[config.mk]
export PLATFORM = sky130hd
export DESIGN_NAME = sram_port_arbiter_flat
export DESIGN_NICKNAME = d
export VERILOG_FILES = /design/src/rtl/sram_port_arbiter_if.sv /design/src/rtl/sram_port_arbiter.sv /design/src/flat_wrapper.sv
export SDC_FILE = /design/constraint.sdc
export NUM_CORES = 1
export LEC_CHECK = 0
export CAP_MARGIN = 0
export CORE_MARGIN = 3
export CORE_UTILIZATION = 35
export DETAILED_ROUTE_END_ITERATION = 8
export MAX_ROUTING_LAYER = met4
export PLACE_DENSITY = 0.68
export SYNTH_ARGS = -nofsm -noshare
export SYNTH_HDL_FRONTEND = slang
export SYNTH_SLANG_ARGS = --single-unit
[constraint.sdc]
create_clock -name clk_50mhz -period 2.25 [get_ports clk_50mhz]
set_clock_uncertainty 0.15 [all_clocks]
set_input_delay 0.45 -clock clk_50mhz [delete_from_list [all_inputs] [get_ports clk_50mhz]]
set_output_delay 0.45 -clock clk_50mhz [all_outputs]
set_load 0.1 [all_outputs]
[src/rtl/sram_port_arbiter_if.sv]
// CPU, video and SRAM pad signals of the SRAM port arbiter.
// slave is the arbiter's view; master is the bus-master/pad view.
interface sram_port_arbiter_if #(
    parameter int unsigned ADDR_W = 20
);
    logic              cpu_stb;
    logic              cpu_we;
    logic [ADDR_W-1:0] cpu_addr;
    logic [31:0]       cpu_din;
    logic [31:0]       cpu_dout;
    logic              cpu_ack;

    logic              vid_stb;
    logic              vid_we;
    logic [ADDR_W-1:0] vid_addr;
    logic [15:0]       vid_din;
    logic [15:0]       vid_dout;
    logic              vid_ack;

    logic [ADDR_W-1:0] mem_addr;
    logic              mem_we;
    logic [47:0]       mem_wdata;
    logic [47:0]       mem_rdata;

    modport slave (
        input  cpu_stb, cpu_we, cpu_addr, cpu_din,
        output cpu_dout, cpu_ack,
        input  vid_stb, vid_we, vid_addr, vid_din,
        output vid_dout, vid_ack,
        output mem_addr, mem_we, mem_wdata,
        input  mem_rdata
    );

    modport master (
        output cpu_stb, cpu_we, cpu_addr, cpu_din,
        input  cpu_dout, cpu_ack,
        output vid_stb, vid_we, vid_addr, vid_din,
        input  vid_dout, vid_ack,
        input  mem_addr, mem_we, mem_wdata,
        output mem_rdata
    );
endinterface

[src/rtl/sram_port_arbiter.sv]
// Shares one 48-bit SRAM between VGA scan, CPU (lanes 31:0) and video (lanes 47:32) ports.
// Define SRAM_INIT_EN to add a post-reset sweep that clears INIT_LEN words from INIT_BASE.
module sram_port_arbiter #(
`ifdef SRAM_INIT_EN
    parameter int unsigned INIT_BASE = 'h80000,
    parameter int unsigned INIT_LEN  = 128,
    parameter logic [47:0] INIT_WORD = 48'h000008080000,
`endif
    parameter int unsigned ADDR_W    = 20
) (
    input  logic              clk_50mhz,
    input  logic              rst,
    input  logic              scan_phase,
    input  logic [ADDR_W-1:0] scan_addr,
    output logic [15:0]       scan_data,
    output logic              busy,
    sram_port_arbiter_if.slave bus
);
    typedef enum logic [2:0] {
        StIdle,
        StRd,
        StWr,
`ifdef SRAM_INIT_EN
        StInit,
`endif
        StAck
    } state_e;

    localparam logic GntCpu = 1'b0;
    localparam logic GntVid = 1'b1;

    state_e            state_q, state_d;
    logic              grant_q, grant_d;
    logic              rr_last_q, rr_last_d;
    logic [ADDR_W-1:0] addr_q, addr_d;
    logic              we_q, we_d;
    logic [31:0]       din_q, din_d;
    logic [47:0]       rd_word_q, rd_word_d;
    logic [31:0]       cpu_dout_q, cpu_dout_d;
    logic [15:0]       vid_dout_q, vid_dout_d;
    logic [15:0]       scan_data_q;

`ifdef SRAM_INIT_EN
    localparam int unsigned CntW = $clog2(INIT_LEN + 1);
    logic [CntW-1:0] init_cnt_q, init_cnt_d;
`endif

    always_comb begin
        state_d       = state_q;
        grant_d       = grant_q;
        rr_last_d     = rr_last_q;
        addr_d        = addr_q;
        we_d          = we_q;
        din_d         = din_q;
        rd_word_d     = rd_word_q;
        cpu_dout_d    = cpu_dout_q;
        vid_dout_d    = vid_dout_q;
        bus.mem_addr  = addr_q;
        bus.mem_we    = 1'b0;
        bus.mem_wdata = (grant_q == GntCpu) ? {rd_word_q[47:32], din_q}
                                            : {din_q[15:0], rd_word_q[31:0]};
        bus.cpu_ack   = 1'b0;
        bus.vid_ack   = 1'b0;
`ifdef SRAM_INIT_EN
        init_cnt_d    = init_cnt_q;
`endif
        case (state_q)
            StIdle: begin
                if (bus.cpu_stb || bus.vid_stb) begin
                    // On a tie the port that was not served last wins.
                    grant_d = (bus.cpu_stb && bus.vid_stb) ? ~rr_last_q : bus.vid_stb;
                    addr_d  = (grant_d == GntVid) ? bus.vid_addr : bus.cpu_addr;
                    we_d    = (grant_d == GntVid) ? bus.vid_we : bus.cpu_we;
                    din_d   = (grant_d == GntVid) ? {16'h0000, bus.vid_din} : bus.cpu_din;
                    state_d = StRd;
                end
            end
            StRd: begin
                if (!scan_phase) begin
                    rd_word_d = bus.mem_rdata;
                    if (!we_q) begin
                        if (grant_q == GntCpu) cpu_dout_d = bus.mem_rdata[31:0];
                        else                   vid_dout_d = bus.mem_rdata[47:32];
                    end
                    state_d = we_q ? StWr : StAck;
                end
            end
            StWr: begin
                if (!scan_phase) begin
                    bus.mem_we = 1'b1;
                    state_d    = StAck;
                end
            end
            StAck: begin
                bus.cpu_ack = (grant_q == GntCpu);
                bus.vid_ack = (grant_q == GntVid);
                rr_last_d   = grant_q;
                state_d     = StIdle;
            end
`ifdef SRAM_INIT_EN
            StInit: begin
                bus.mem_addr  = ADDR_W'(INIT_BASE) + ADDR_W'(init_cnt_q);
                bus.mem_wdata = INIT_WORD;
                if (!scan_phase) begin
                    bus.mem_we = 1'b1;
                    init_cnt_d = init_cnt_q + 1'b1;
                    if (init_cnt_q == CntW'(INIT_LEN - 1)) state_d = StIdle;
                end
            end
`endif
            default: state_d = StIdle;
        endcase

        // Scan owns odd slots outright; reset must never let a write reach the pads.
        if (scan_phase) begin
            bus.mem_addr = scan_addr;
            bus.mem_we   = 1'b0;
        end
        if (rst) bus.mem_we = 1'b0;
    end

    always_ff @(posedge clk_50mhz) begin
        if (rst) begin
`ifdef SRAM_INIT_EN
            state_q    <= StInit;
            init_cnt_q <= '0;
`else
            state_q    <= StIdle;
`endif
            grant_q     <= GntCpu;
            rr_last_q   <= GntVid;
            addr_q      <= '0;
            we_q        <= 1'b0;
            din_q       <= '0;
            rd_word_q   <= '0;
            cpu_dout_q  <= '0;
            vid_dout_q  <= '0;
            scan_data_q <= '0;
        end else begin
            state_q    <= state_d;
`ifdef SRAM_INIT_EN
            init_cnt_q <= init_cnt_d;
`endif
            grant_q    <= grant_d;
            rr_last_q  <= rr_last_d;
            addr_q     <= addr_d;
            we_q       <= we_d;
            din_q      <= din_d;
            rd_word_q  <= rd_word_d;
            cpu_dout_q <= cpu_dout_d;
            vid_dout_q <= vid_dout_d;
            if (scan_phase) scan_data_q <= bus.mem_rdata[47:32];
        end
    end

    assign bus.cpu_dout = cpu_dout_q;
    assign bus.vid_dout = vid_dout_q;
    assign scan_data    = scan_data_q;
    assign busy         = (state_q != StIdle);
endmodule

[src/flat_wrapper.sv]
// flat-port wrapper written by rule: the top's interface ports become plain ports
module sram_port_arbiter_flat 
#(

    parameter int unsigned ADDR_W    = 20
)
  (clk_50mhz, rst, scan_phase, scan_addr, scan_data, busy, bus_cpu_stb, bus_cpu_we, bus_cpu_addr, bus_cpu_din, bus_cpu_dout, bus_cpu_ack, bus_vid_stb, bus_vid_we, bus_vid_addr, bus_vid_din, bus_vid_dout, bus_vid_ack, bus_mem_addr, bus_mem_we, bus_mem_wdata, bus_mem_rdata);
  sram_port_arbiter_if #(.ADDR_W(ADDR_W)) bus_i ();
  input  logic clk_50mhz;
  input  logic rst;
  input  logic scan_phase;
  input  logic [ADDR_W-1:0] scan_addr;
  output logic [15:0] scan_data;
  output logic busy;
  input wire logic [$bits(bus_i.cpu_stb)-1:0] bus_cpu_stb;
  input wire logic [$bits(bus_i.cpu_we)-1:0] bus_cpu_we;
  input wire logic [$bits(bus_i.cpu_addr)-1:0] bus_cpu_addr;
  input wire logic [$bits(bus_i.cpu_din)-1:0] bus_cpu_din;
  output wire logic [$bits(bus_i.cpu_dout)-1:0] bus_cpu_dout;
  output wire logic [$bits(bus_i.cpu_ack)-1:0] bus_cpu_ack;
  input wire logic [$bits(bus_i.vid_stb)-1:0] bus_vid_stb;
  input wire logic [$bits(bus_i.vid_we)-1:0] bus_vid_we;
  input wire logic [$bits(bus_i.vid_addr)-1:0] bus_vid_addr;
  input wire logic [$bits(bus_i.vid_din)-1:0] bus_vid_din;
  output wire logic [$bits(bus_i.vid_dout)-1:0] bus_vid_dout;
  output wire logic [$bits(bus_i.vid_ack)-1:0] bus_vid_ack;
  output wire logic [$bits(bus_i.mem_addr)-1:0] bus_mem_addr;
  output wire logic [$bits(bus_i.mem_we)-1:0] bus_mem_we;
  output wire logic [$bits(bus_i.mem_wdata)-1:0] bus_mem_wdata;
  input wire logic [$bits(bus_i.mem_rdata)-1:0] bus_mem_rdata;
  assign bus_i.cpu_stb = bus_cpu_stb;
  assign bus_i.cpu_we = bus_cpu_we;
  assign bus_i.cpu_addr = bus_cpu_addr;
  assign bus_i.cpu_din = bus_cpu_din;
  assign bus_cpu_dout = bus_i.cpu_dout;
  assign bus_cpu_ack = bus_i.cpu_ack;
  assign bus_i.vid_stb = bus_vid_stb;
  assign bus_i.vid_we = bus_vid_we;
  assign bus_i.vid_addr = bus_vid_addr;
  assign bus_i.vid_din = bus_vid_din;
  assign bus_vid_dout = bus_i.vid_dout;
  assign bus_vid_ack = bus_i.vid_ack;
  assign bus_mem_addr = bus_i.mem_addr;
  assign bus_mem_we = bus_i.mem_we;
  assign bus_mem_wdata = bus_i.mem_wdata;
  assign bus_i.mem_rdata = bus_mem_rdata;
  sram_port_arbiter #(.ADDR_W(ADDR_W)) u_core (.clk_50mhz(clk_50mhz), .rst(rst), .scan_phase(scan_phase), .scan_addr(scan_addr), .scan_data(scan_data), .busy(busy), .bus(bus_i));
endmodule
==> load_flow_metrics.sql, run 1 <==
INSERT INTO impl_metrics (metric_group, metric, value, unit) VALUES
('yosys', 'synth.cell_area', '7070', 'um2'),
('global_routing', 'track_usage', '0.226', ''),
('yosys', 'number_of_enable_type_register_cells_in_the_synthesized_netlist', '0', ''),
('cts', 'number_of_instances_resized_during_post_cts_repair', '1', ''),
('yosys', 'share_of_synthesized_area_occupied_by_flip_flops_and_latches', '0.478', ''),
('drt', 'via_per_inst', '4.96', ''),
('drt', 'dr_total_vias', '6846', ''),
('yosys', 'synth_area_leader_cell', 'dfxtp_1', ''),
('placement', 'placed_cell_area', '11000', 'um2'),
('yosys', 'ys_top_cells_by_area', 'dfxtp_1 (48%), nand2_1 (12%), mux2_2 (11%)', ''),
('global_routing', 'grt_overflow_total', '0', ''),
('setup_path', 'crit_required', '1.65', 'ns'),
('pwr', 'peakVddDrop', '0.651', 'mV'),
('final_layout', 'nNetsFinal', '1269', ''),
('sta', 'maxClockFrequency', '0.452', 'GHz'),
('cts', 'clk_transition_reported_paths', '0.07', 'ns'),
('final_layout', 'most_common_cell_after_layout_fill_and_taps_aside', 'nand2_1', ''),
('cts', 'post-cts-setup-buffers', '0', ''),
('drt', 'wl_per_cell', '17.9', 'um'),
('setup_path', 'crit_path_max_incr_delay', '0.41', 'ns'),
('die', 'die_h', '148', 'um'),
('global_routing', 'grt_start_max_net_pins', '71', ''),
('yosys', 'avgSynthCellArea', '8.55', 'um2'),
('run_status', 'run_status', 'finished clean', ''),
('drt', 'detailedRoute.firstIterationViolations', '355', ''),
('die', 'pin_count', '299', ''),
('drt', 'remaining_drc_errors', '0', ''),
('setup_path', 'reg2reg_depth', '5', ''),
('yosys', 'syn-instance-count', '827', ''),
('final_layout', 'register_area', '3380', 'um2'),
('sta', 'rsz0062_at_grt', 'yes', ''),
('cts', 'clock_tree.buffer_depth', '2', ''),
('yosys', 'synthDominantCellAreaShare', '0.478', ''),
('setup_path', 'timing.critical_path.fanout_max', '20', ''),
('final_layout', 'final_cell_area', '11600', 'um2'),
('cts', 'cts_hold_buf', '0', ''),
('sta', 'worstMarginPinSlew', '0.753', 'ns'),
('final_layout', 'final.fill_count', '1731', ''),
('setup_path', 'critical_path_class', 'reg2out', ''),
('sta', 'final_max_slew_viol_count', '0', ''),
('setup_path', 'worst_ep_arrival_time', '1.61', 'ns'),
('drt', 'ant_nets', '0', ''),
('drt', 'detail_route.wirelength', '24.8', 'mm'),
('cts', 'cts_tree', 'built', ''),
('die', 'die_area', '21900', 'um2'),
('final_layout', 'syn2layout_area_growth', '64.5', '%'),
('yosys', 'synthArstFlopShare', '0', ''),
('yosys', 'synth_top_flop_cell', 'dfxtp_1', ''),
('cts', 'htree_levels', '4', ''),
('sta', 'layout_worst_path_cycle_share', '0.983', ''),
('pwr', 'leakagePower', '4.63', 'nW'),
('cts', 'worstSkewPairLatency', '0.43', 'ns'),
('placement', 'pre_cts_slack', '0.111', 'ns'),
('setup_path', 'path_cells', 'buf_6, mux2_2, buf_12', ''),
('yosys', 'ys_ff_latch', '169', ''),
('placement', 'buffer_ports.inserted', '298', ''),
('final_layout', 'multiInputGateArea', '3420', 'um2'),
('global_routing', 'grt_first_pass_wirelength', '37.8', 'mm'),
('setup_path', 'critical_path.endpoint_type', 'primary output', ''),
('die', 'die_width', '148', 'um'),
('cts', 'cts_sinks', '169', ''),
('pwr', 'cellPowerDensity', '1200', 'nW/um2'),
('cts', 'numCtsBuffers', '17', ''),
('global_routing', 'grt_antenna_before_repair', '1', ''),
('yosys', 'yosysWarningCount', '0', ''),
('setup_path', 'timing.critical_path.slowest_stage_cell', 'mux2_2', ''),
('placement', 'finalWeightedCongestion', '0.837', ''),
('sta', 'final-hold-violation-count', '0', ''),
('run', 'drv.max_cap_violation_count', '0', ''),
('final_layout', 'mostFrequentLayoutCells', 'nand2_1 (230), dfxtp_1 (168), clkdlybuf4s50_1 (160)', ''),
('worst_hold_path', 'worst_hold_path_type', 'in2reg', '');
[through the flow]
step                      hold slack (ns)  instances
final                               0.174       1381
after global routing                0.160       1381
after CTS                           0.159       1380
after detailed placement            0.295       1348
after global placement              0.290       1348
after floorplan                     0.283        827
[power breakdown]
part	switching (W)	total, W	internal [W]
Clock	0.00132	0.00313	0.00182
Sequential	0.000334	0.00381	0.00348
Combinational	0.00455	0.00704	0.00248
Total	0.00620	0.0140	0.00778
[sequential cells by signal, summed over array words and instances (netlist names)]
name	flops
u_core.bus.cpu_dout	32
u_core.state_q	2
u_core.rd_word_q	48
u_core.rr_last_q	1
u_core.din_q	32
u_core.scan_data	16
u_core.addr_q	20
u_core.we_q	1
u_core.bus.vid_dout	16
u_core.grant_q	1
[cells in the mapped netlist, types with 2 or more instances]
cell type and number:
a211oi_1 37, a21oi_1 134, a22o_1 16, buf_1 3, buf_2 27, buf_6 5
clkbuf_1 30, dfxtp_1 169, ha_1 4, inv_1 4, mux2_2 68, mux2i_1 17
nand2_1 230, nand2b_1 4, nor2_1 58, nor2b_1 2, nor3b_1 2, o21a_1 2
o21ai_0 2
[cell families after synthesis]
kind of cell | count (synthesis) | share of synthesized area
flops | 169 | 0.478
compound gates | 196 | 0.164
mux | 85 | 0.132
fa+ha+maj | 4 | 0.00708
simple gates | 302 | 0.170
buf+inv | 71 | 0.0485
[area by class of cell]
cell class,count,area share
Multi-Input combinational cell,587,0.294
Timing Repair Buffer,323,0.331
Clock inverter,13,0.0160
Sequential cell,169,0.291
Antenna cell,1,0.000215
Inverter,4,0.00129
Tap cell,265,0.0285
Clock buffer,19,0.0381
[worst max-delay path: cells and delay by family, from the launching register on]
kind / cells / cell delay [ns]
buf+inv: 2 / 0.41
flops: 1 / 0.36
mux: 1 / 0.41
[worst paths after layout]
check | startpoint | endpoint | slack, ns
max | u_core.grant_q | bus_mem_wdata[24] | 0.04
min reg2reg | u_core.rd_word_q[17] | u_core.rd_word_q[17] | 0.30
min | rst | u_core.addr_q[6] | 0.17
max reg2reg | u_core.state_q[1] | u_core.bus.cpu_dout[27] | 0.17
[layer usage]
metal / GRT usage / wire length (um) / up-vias
met5: - / 0 / -
met2: 0.367 / 12100 / 254
li1: - / - / 3345
met1: 0.277 / 10400 / 3216
met3: 0.0652 / 1890 / 31
met4: 0.0628 / 427 / 0
Power figures use the tool's default switching activity.
==> run 2, diff against run 1 <==
--- a/config.mk
+++ b/config.mk
@@ -11,6 +11,7 @@
 export DETAILED_ROUTE_END_ITERATION = 8
 export MAX_ROUTING_LAYER = met4
 export PLACE_DENSITY = 0.68
+export SLEW_MARGIN = 10
 export SYNTH_ARGS = -nofsm -noshare
 export SYNTH_HDL_FRONTEND = slang
 export SYNTH_SLANG_ARGS = --single-unit
==> results of run 2 <==
Same layout as run 1: the final DEF is identical, and so are final timing and power.
==> run 3, diff against run 2 <==
--- a/config.mk
+++ b/config.mk
@@ -8,6 +8,7 @@
 export CAP_MARGIN = 0
 export CORE_MARGIN = 3
 export CORE_UTILIZATION = 35
+export CTS_CLUSTER_DIAMETER = 80
 export DETAILED_ROUTE_END_ITERATION = 8
 export MAX_ROUTING_LAYER = met4
 export PLACE_DENSITY = 0.68
==> results of run 3 <==
Same layout as run 1: the final DEF is identical, and so are final timing and power.
